$ cat src/rtl/mole_pkg.sv
// Shared types and helpers for the whack-a-mole round controller.
// Holds the controller state encoding, the mole count and the
// random-word to mole-index mapping.
package mole_pkg;

   localparam int N_MOLES = 10;

   typedef enum logic [1:0] {
      IDLE = 2'd0,
      PICK = 2'd1,
      UP   = 2'd2,
      GAP  = 2'd3
   } mole_state_e;

   // Fold a 4-bit random nibble onto 0..9 (10..15 wrap to 0..5).
   function automatic logic [3:0] idx_from_rnd(input logic [3:0] r);
      return (r >= 4'd10) ? 4'(r - 4'd10) : r;
   endfunction

endpackage

$ cat src/rtl/mole_timer.sv
// Loadable down-counter shared by the UP and GAP phases.
// Loading N-1 makes expired rise after exactly N cycles in the phase.
module mole_timer #(
   parameter int W = 8
) (
   input  logic         clk,
   input  logic         rst,
   input  logic         load,
   input  logic [W-1:0] load_val,
   output logic         expired
);

   logic [W-1:0] cnt;

   // Count down to zero and park there until the next load.
   always_ff @(posedge clk) begin
      if (!rst) begin
         cnt <= '0;
      end else if (load) begin
         cnt <= load_val;
      end else if (cnt != '0) begin
         cnt <= cnt - W'(1);
      end
   end

   assign expired = (cnt == '0);

endmodule

$ cat src/rtl/mole_ctrl.sv
// Game-round controller: draws a mole index from prbs16, lights it for a
// bounded window, scores edge-detected button hits, runs ROUNDS moles.
// Optional feature macro: MOLE_NOREPEAT_EN (never light the same mole twice
// in a row).
// Handshake: start is a single-cycle request honoured only while busy=0;
// shift_en, hit, miss and done are single-cycle pulses with no back-pressure.
module mole_ctrl
   import mole_pkg::*;
#(
   parameter int UP_CYCLES  = 50_000_000,
   parameter int GAP_CYCLES = 25_000_000,
   parameter int ROUNDS     = 20,
   parameter int SCORE_W    = 8
) (
   input  logic               clk,
   input  logic               rst,
   input  logic               start,
   input  logic [9:0]         rnd,
   input  logic [9:0]         btn,
   output logic               shift_en,
   output logic [9:0]         mole,
   output logic               hit,
   output logic               miss,
   output logic               done,
   output logic               busy,
   output logic [SCORE_W-1:0] score,
   output logic [1:0]         dbg_state
);

   localparam int TMAX = (UP_CYCLES > GAP_CYCLES) ? UP_CYCLES : GAP_CYCLES;
   localparam int TW   = $clog2(TMAX + 1);
   localparam int RW   = $clog2(ROUNDS + 1);
   localparam logic [TW-1:0] UP_LOAD  = TW'(UP_CYCLES - 1);
   localparam logic [TW-1:0] GAP_LOAD = TW'(GAP_CYCLES - 1);
   localparam logic [RW-1:0] LAST_RND = RW'(ROUNDS - 1);

   mole_state_e     state, state_n;
   logic [9:0]      btn_q, press, mole_vec;
   logic [3:0]      idx_q, idx_n;
   logic [RW-1:0]   rnd_cnt;
   logic            tmr_load, tmr_exp;
   logic [TW-1:0]   tmr_val;
   logic            hit_n, miss_n, done_n;
   logic            game_clr, score_inc, rnd_inc;
   logic            unused_rnd;

   // Only the low nibble of the random word selects the mole.
   assign unused_rnd = ^rnd[9:4];

   assign press    = btn & ~btn_q;
   assign mole_vec = {{(N_MOLES-1){1'b0}}, 1'b1} << idx_q;

   mole_timer #(.W(TW)) u_timer (
      .clk      (clk),
      .rst      (rst),
      .load     (tmr_load),
      .load_val (tmr_val),
      .expired  (tmr_exp)
   );

`ifdef MOLE_NOREPEAT_EN
   logic [3:0] last_idx;

   // Remember the previous mole so the next draw can be bumped past it.
   always_ff @(posedge clk) begin
      if (!rst) begin
         last_idx <= '0;
      end else if (state == PICK) begin
         last_idx <= idx_n;
      end
   end

   // Map the random nibble, stepping to the next mole on a repeat.
   always_comb begin
      idx_n = idx_from_rnd(rnd[3:0]);
      if (idx_n == last_idx) begin
         idx_n = (idx_n == 4'd9) ? 4'd0 : 4'(idx_n + 4'd1);
      end
   end
`else
   // Map the random nibble; repeats are allowed.
   always_comb begin
      idx_n = idx_from_rnd(rnd[3:0]);
   end
`endif

   // Next-state, timer load and pulse decisions.
   always_comb begin
      state_n   = state;
      tmr_load  = 1'b0;
      tmr_val   = UP_LOAD;
      hit_n     = 1'b0;
      miss_n    = 1'b0;
      done_n    = 1'b0;
      game_clr  = 1'b0;
      score_inc = 1'b0;
      rnd_inc   = 1'b0;
      case (state)
         IDLE: begin
            if (start) begin
               game_clr = 1'b1;
               state_n  = PICK;
            end
         end
         PICK: begin
            tmr_load = 1'b1;
            tmr_val  = UP_LOAD;
            state_n  = UP;
         end
         UP: begin
            // A hit in the timeout cycle still counts as a hit.
            if (|(press & mole_vec)) begin
               hit_n     = 1'b1;
               score_inc = 1'b1;
               tmr_load  = 1'b1;
               tmr_val   = GAP_LOAD;
               state_n   = GAP;
            end else if (tmr_exp) begin
               miss_n   = 1'b1;
               tmr_load = 1'b1;
               tmr_val  = GAP_LOAD;
               state_n  = GAP;
            end
         end
         GAP: begin
            if (tmr_exp) begin
               rnd_inc = 1'b1;
               if (rnd_cnt == LAST_RND) begin
                  done_n  = 1'b1;
                  state_n = IDLE;
               end else begin
                  state_n = PICK;
               end
            end
         end
         default: state_n = IDLE;
      endcase
   end

   // State register and registered event pulses.
   always_ff @(posedge clk) begin
      if (!rst) begin
         state <= IDLE;
         hit   <= 1'b0;
         miss  <= 1'b0;
         done  <= 1'b0;
      end else begin
         state <= state_n;
         hit   <= hit_n;
         miss  <= miss_n;
         done  <= done_n;
      end
   end

   // Button history for rising-edge press detection.
   always_ff @(posedge clk) begin
      if (!rst) begin
         btn_q <= '0;
      end else begin
         btn_q <= btn;
      end
   end

   // Capture the mole index while prbs16 is being advanced.
   always_ff @(posedge clk) begin
      if (!rst) begin
         idx_q <= '0;
      end else if (state == PICK) begin
         idx_q <= idx_n;
      end
   end

   // Saturating score and round counter, both cleared at game start.
   always_ff @(posedge clk) begin
      if (!rst) begin
         score   <= '0;
         rnd_cnt <= '0;
      end else begin
         if (game_clr) begin
            score   <= '0;
            rnd_cnt <= '0;
         end else begin
            if (score_inc && (score != '1)) begin
               score <= score + SCORE_W'(1);
            end
            if (rnd_inc) begin
               rnd_cnt <= rnd_cnt + RW'(1);
            end
         end
      end
   end

   assign shift_en  = (state == PICK);
   assign busy      = (state != IDLE);
   assign mole      = (state == UP) ? mole_vec : '0;
   assign dbg_state = state;

endmodule

$ cat config.mk
export PLATFORM = sky130hd
export DESIGN_NAME = mole_ctrl
export DESIGN_NICKNAME = d
export VERILOG_FILES = /design/src/rtl/mole_pkg.sv /design/src/rtl/mole_timer.sv /design/src/rtl/mole_ctrl.sv
export SDC_FILE = /design/constraint.sdc
export NUM_CORES = 1
export LEC_CHECK = 0
export CAP_MARGIN = 5
export CELL_PAD_IN_SITES_DETAIL_PLACEMENT = 2
export CELL_PAD_IN_SITES_GLOBAL_PLACEMENT = 2
export CORE_MARGIN = 4
export CORE_UTILIZATION = 32
export CTS_CLUSTER_SIZE = 28
export DETAILED_ROUTE_END_ITERATION = 8
export MAX_ROUTING_LAYER = met4
export PLACE_DENSITY = 0.79
export SETUP_SLACK_MARGIN = 0.4
export SLEW_MARGIN = 30
export SYNTH_ARGS = -nofsm -noshare
export SYNTH_HDL_FRONTEND = slang
export SYNTH_SLANG_ARGS = --single-unit
$ cat constraint.sdc
create_clock -name clk -period 2.3 [get_ports clk]
set_input_delay 0.23 -clock clk [delete_from_list [all_inputs] [get_ports clk]]
set_output_delay 0.23 -clock clk [all_outputs]
set_load 0.01 [all_outputs]
* Word level (Yosys, flattened, before mapping) *
Cells that the tools add are included.
W data, S select, Z words.

cells by class
  shift operators = 1
  add/sub/neg operators = 4
  order comparisons = 1
  equal/unequal tests = 8
  mux-type cells = 22
  bitwise gates (word level) = 5
  reductions and logical operators = 11

operators with widths
  cell                     number
  $mux W26                 5
  $logic_not A26 Y1        1
  $reduce_bool A26 Y1      1
  $sub A26 B1 Y26 const B  1
  $and A10 B10 Y10         2
  $reduce_or A12 Y1        1
  $mux W10                 1
  $not A10 Y10             1
  $reduce_or A10 Y1        1
  $shl A1 B4 Y10 const A   1
  $mux W1                  9
  $add A8 B1 Y8 const B    1
  $mux W2                  4
  $ne A8 B8 Y1 const B     1
  $pmux W2 S4              1
  $reduce_and A3 Y1        2
  $add A5 B1 Y5 const B    1
  $eq A5 B5 Y1 const B     1
  $eq A2 B2 Y1 const B     2
  $ge A4 B4 Y1 const B     1
  $mux W4                  1
  $ne A2 B2 Y1 const B     2
  $reduce_bool A2 Y1       2
  $sub A4 B4 Y4 const B    1
  7 further kinds          8

word-level totals
  logic and storage cells = 61
  output and inout port bits = 25
  flip-flop bits (word level) = 58

* Depth between registers and ports, before layout *
  depth in word-level cells = 7
  depth in mapped cells = 9

* By module *
From an unflattened synthesis, not the netlist that was laid out.

unflattened totals
  cells, all modules = 389
  area total of the unflattened synthesis = 3273.1 µm²

by module, submodules not included
  module      seq. area each (µm²)  instances  cells an instance  area an instance (µm²)
  mole_ctrl   640.6                 1          200                1746.7
  mole_timer  520.5                 1          189                1526.5

* Worst setup path before layout *
No wires, ideal clock.

  path kind = register -> register
  from = register u_timer.cnt[2]
  to = register u_timer.cnt[14]
  slack = 289 ps
  cell stages (with the launch flop) = 7
  library setup time = 131 ps
  period minus slack after synthesis = 2011 ps
  buffers on the path = 0
  arrival time = 1880 ps
  path through = dfxtp_1 -> or4_4 -> nor3_4 -> nand3_1 -> or4_1 -> xor2_1 -> a21oi_2

on the way
  longest elaborated chain between the ends = 5

RTL lines
  item                                                                     line              text
  start: declaration                                                       mole_timer.sv:13  logic [W-1:0] cnt;
  start signal: assignment                                                 mole_timer.sv:20  cnt <= load_val;
  start signal: assignment                                                 mole_timer.sv:22  cnt <= cnt - W'(1);
  parallel branches: the longest is 5 deep, another holds $sub A26 B1 Y26  -

Parallel ways; which one is timed is not known. The select of a mux whose other input is x is not followed.
A chain may end at the register's enable or synchronous reset.

* Final worst setup path *
  from = register idx_q[0]
  to = register u_timer.cnt[15]

on the way
  longest elaborated chain between the ends = 6

RTL lines
  item                                                   line              text
  start: declaration                                     mole_ctrl.sv:39   logic [3:0] idx_q, idx_n;
  start signal: assignment                               mole_ctrl.sv:169  idx_q <= idx_n;
  $shl A1 B4 Y10 (*)                                     mole_ctrl.sv:51   assign mole_vec = {{(N_MOLES-1){1'b0}}, 1'b1} << idx_q;
  $and A10 B10 Y10 (*)                                   mole_ctrl.sv:112  if (|(press & mole_vec)) begin
  $reduce_or A10 Y1 (*)                                  mole_ctrl.sv:112
  $mux W1 / $mux W26 (equally long branches)             mole_ctrl.sv:112
  $pmux W1 S2 / $mux W26 (equally long branches)         mole_ctrl.sv:98   case (state)
  $mux W26 / $reduce_bool A2 Y1 (equally long branches)  -

Mark *: on every way between the ends. The rest lies on a longest branch, timed or not.

==> results_dict.tcl <==
set metrics [dict create \
    grt_pass1_wl_um 19460 \
    finClkSkew_ns 0.01238 \
    path_clk_slew_ns 0.07 \
    rsz0062_at_grt "yes" \
    cts_tree "built" \
    p_int_mw 3.713 \
    busiest_layer "met2" \
    r2r_cells 8 \
    min_path_cells 2 \
    postSynthCellCount 343 \
    drive_above_1_share 0.3915 \
    finalPower_mw 7.025 \
    gr-usage-met2 0.4124 \
    r2r-end "u_timer.cnt[15]$_SDFFE_PN0P_" \
    power.sequential.fraction 0.235 \
    num_io_pins 48 \
    required_ns 2.55 \
    leakagePower_nw 1.834 \
    synth_edf_count 0 \
    hold_viol_final 0 \
    ys_seq_area_frac 0.3891 \
    fp.coreArea_mm2 0.008891 \
    grtUsageMet1 0.2654 \
    yosys_register_bits 58 \
    synthFlopType "dfxtp_1" \
    synthToLayoutAreaGrowth_pct 54.17 \
    dpl.cell_count 508 \
    antenna_found_initial 0 \
    grt_max_degree 18 \
    clockBufferDepth 2 \
    ff2ff_setup_slack_ns 0.04 \
    cts_buffers 9 \
    period_share 0.9819 \
    setup.worst_path.end_class "flop" \
    final-setup-viol-count 0 \
    worst_pin_slew_ns 0.5409 \
    placed_area_mm2 0.003711 \
    cp_data_arrival_time_ns 2.51 \
    insertion_delay_ns 0.34 \
    power_density_mw_per_mm2 1527 \
    rr_startpoint "idx_q[0]$_SDFFE_PN0P_" \
    synthArstFlopShare 0 \
    synth.distinct_cells 55 \
    slew_headroom 0.6394 \
    crit_type "reg -> reg" \
    grt_overflow 0 \
    port_buffers 41 \
    fmax_ghz 0.4428 \
    whs_ns 0.2266 \
    post-place-ws_ns -0.2262 \
    syn_nets 376 \
    row_count 34 \
    min_from "btn[9]" \
    maxSlewViolCount 0 \
    status "finished, final reports clean" \
    fin_setup_tns_ns 0 \
    fin_cells 555 \
    final_util 0.5175 \
    final_nets 475 \
    start_kind "flop" \
    grt_pass1_vias 3454 \
    yosys_warnings 0 \
    fin_crit_ns 2.258 \
    cts_sinks 58 \
    power_frac_comb 0.641 \
    clockPowerShare 0.124 \
    drc 0 \
    p_switching_mw 3.312 \
    track_usage 0.2336 \
    finalInstanceArea_mm2 0.004601 \
    min_path_type "in -> reg" \
    syn_avg_cell_area_um2 8.700 \
    final_antenna_net_count 0 \
    dieArea_mm2 0.01093 \
    wire_per_inst_um 26.29 \
    ir_drop_uv 685.1 \
    diodes 0 \
    layout_setup_ws_ns 0.04165 \
    htreeDepth 3 \
    die_w_um 104.6 \
    clock-root-buffer "clkbuf_8" \
    hpwlAfterDp_um 7180 \
    cp_max_fo 5 \
    grt_use_met3 0.04439 \
    place_congestion 0.7950 \
    drt_pass1_iterations 4 \
    via_per_inst 5.694 \
    syn_area_mm2 0.002984 \
    start_util 0.3356 \
    die_y_um 104.6 \
    vias 3160 \
    switching_share 0.4715 \
    wirelength_um 14590 \
    max-cap-violations 0 \
    first_iter_violations 144 \
    holdPathEnd "btn_q[9]$_SDFF_PN0_" \
]
[cells in the mapped netlist (all sizes together), types with 4 or more instances]
| cell type | n | share of area |
|---|---|---|
| dfxtp | 58 | 0.39 |
| nor2 | 33 | 0.042 |
| a21oi | 29 | 0.050 |
| nand2 | 27 | 0.035 |
| xor2 | 17 | 0.050 |
| nand3 | 16 | 0.027 |
| and2 | 13 | 0.027 |
| inv | 11 | 0.014 |
| ha | 10 | 0.042 |
| o21ai | 10 | 0.017 |
| clkbuf | 9 | 0.011 |
| nor3 | 8 | 0.019 |
| nor4 | 8 | 0.022 |
| xnor2 | 8 | 0.023 |
| and3 | 7 | 0.015 |
| nand4 | 7 | 0.015 |
| or4 | 7 | 0.020 |
| mux2i | 6 | 0.020 |
| nand2b | 6 | 0.013 |
| a211oi | 5 | 0.014 |
| nand3b | 5 | 0.013 |
| a31o | 4 | 0.012 |
| nor2b | 4 | 0.0084 |
[registers in the layout (all words and copies together), names as in the netlist]
signal,count
u_timer.cnt,26
miss,1
rnd_cnt,5
done,1
score,8
idx_q,4
hit,1
btn_q,10
dbg_state,2
[placed cells by master, fill, tap and decap left out, drive strengths merged, types with 8 or more instances in the layout]
cell,n
nor2,33
ha,10
inv,10
nor3,8
o21ai,10
nor4,8
nand2,27
nand3,16
xor2,17
a21oi,29
clkdlybuf4s50,25
and2,13
xnor2,8
clkbuf,15
buf,65
dfxtp,58
[layout make-up]
cell class	instances	area, um^2
fill	906	4290
multi-input combinational	262	2177
sequential	58	1177
timing repair buffer	100	902.1
clock buffer	13	148.9
tap	108	135.1
inverter	11	45.04
clock inverter	3	15.01
[worst max-delay path, stage by stage (launching register included)]
cell	delay, ns
dfxtp_4	0.38
buf_4	0.11
mux4_2	0.56
a211oi_4	0.27
buf_6	0.17
buf_6	0.11
nand3_4	0.07
a31o_4	0.28
a31oi_1	0.20
[routing by layer]
layer	vias up	routed length (um)	part of all wire
li1	1423	-	-
met1	1619	6068	0.42
met2	82	7568	0.52
met3	36	455	0.031
met4	0	501	0.034
met5	-	0	0
[power by group through the flow]
stage | registers (mW) | clock network [mW] | logic (mW)
finish | 1.65 | 0.874 | 4.50
floorplan | 1.50 | 0 | 1.83
detailed placement | 1.54 | 0 | 2.89
CTS | 1.56 | 0.859 | 3.53
global route | 1.67 | 0.943 | 4.75
global placement | 1.52 | 0 | 2.74
[repair_timing]
item,in CTS,in global routing
buffers inserted,17,12
endpoints found under the setup margin,55,51
resized for setup,99,69
hold buffers,0,0
pin swaps,26,17
gates cloned,2,0
[worst max-delay path by stage]
stage                                             from  cells after the start  slack (ns)                      endpoint
after floorplan            u_timer.cnt[6]$_SDFFE_PN0P_                      6        0.32  u_timer.cnt[14]$_SDFFE_PN0P_
after global placement                          btn[1]                      8       -0.14  u_timer.cnt[15]$_SDFFE_PN0P_
after detailed placement                        btn[1]                      8       -0.23  u_timer.cnt[15]$_SDFFE_PN0P_
after CTS                  u_timer.cnt[5]$_SDFFE_PN0P_                      7        0.16  u_timer.cnt[14]$_SDFFE_PN0P_
after global routing      u_timer.cnt[12]$_SDFFE_PN0P_                      7       -0.04  u_timer.cnt[25]$_SDFFE_PN0P_
final                            idx_q[0]$_SDFFE_PN0P_                      8        0.04  u_timer.cnt[15]$_SDFFE_PN0P_
[logic make-up (layout without fill, tap and decap cells)]
logic type,Yosys count,count (layout),share of synthesized area
AO/OA/AOI/OAI,62,62,0.1338
XOR/XNOR,25,25,0.07338
adder cells (fa/ha/maj),10,10,0.04193
buffers and inverters,23,127,0.03186
flip-flops,58,58,0.3891
multiplexers,7,7,0.02767
AND/OR/NAND/NOR,158,158,0.3023
(Power assumes the default switching activity.)
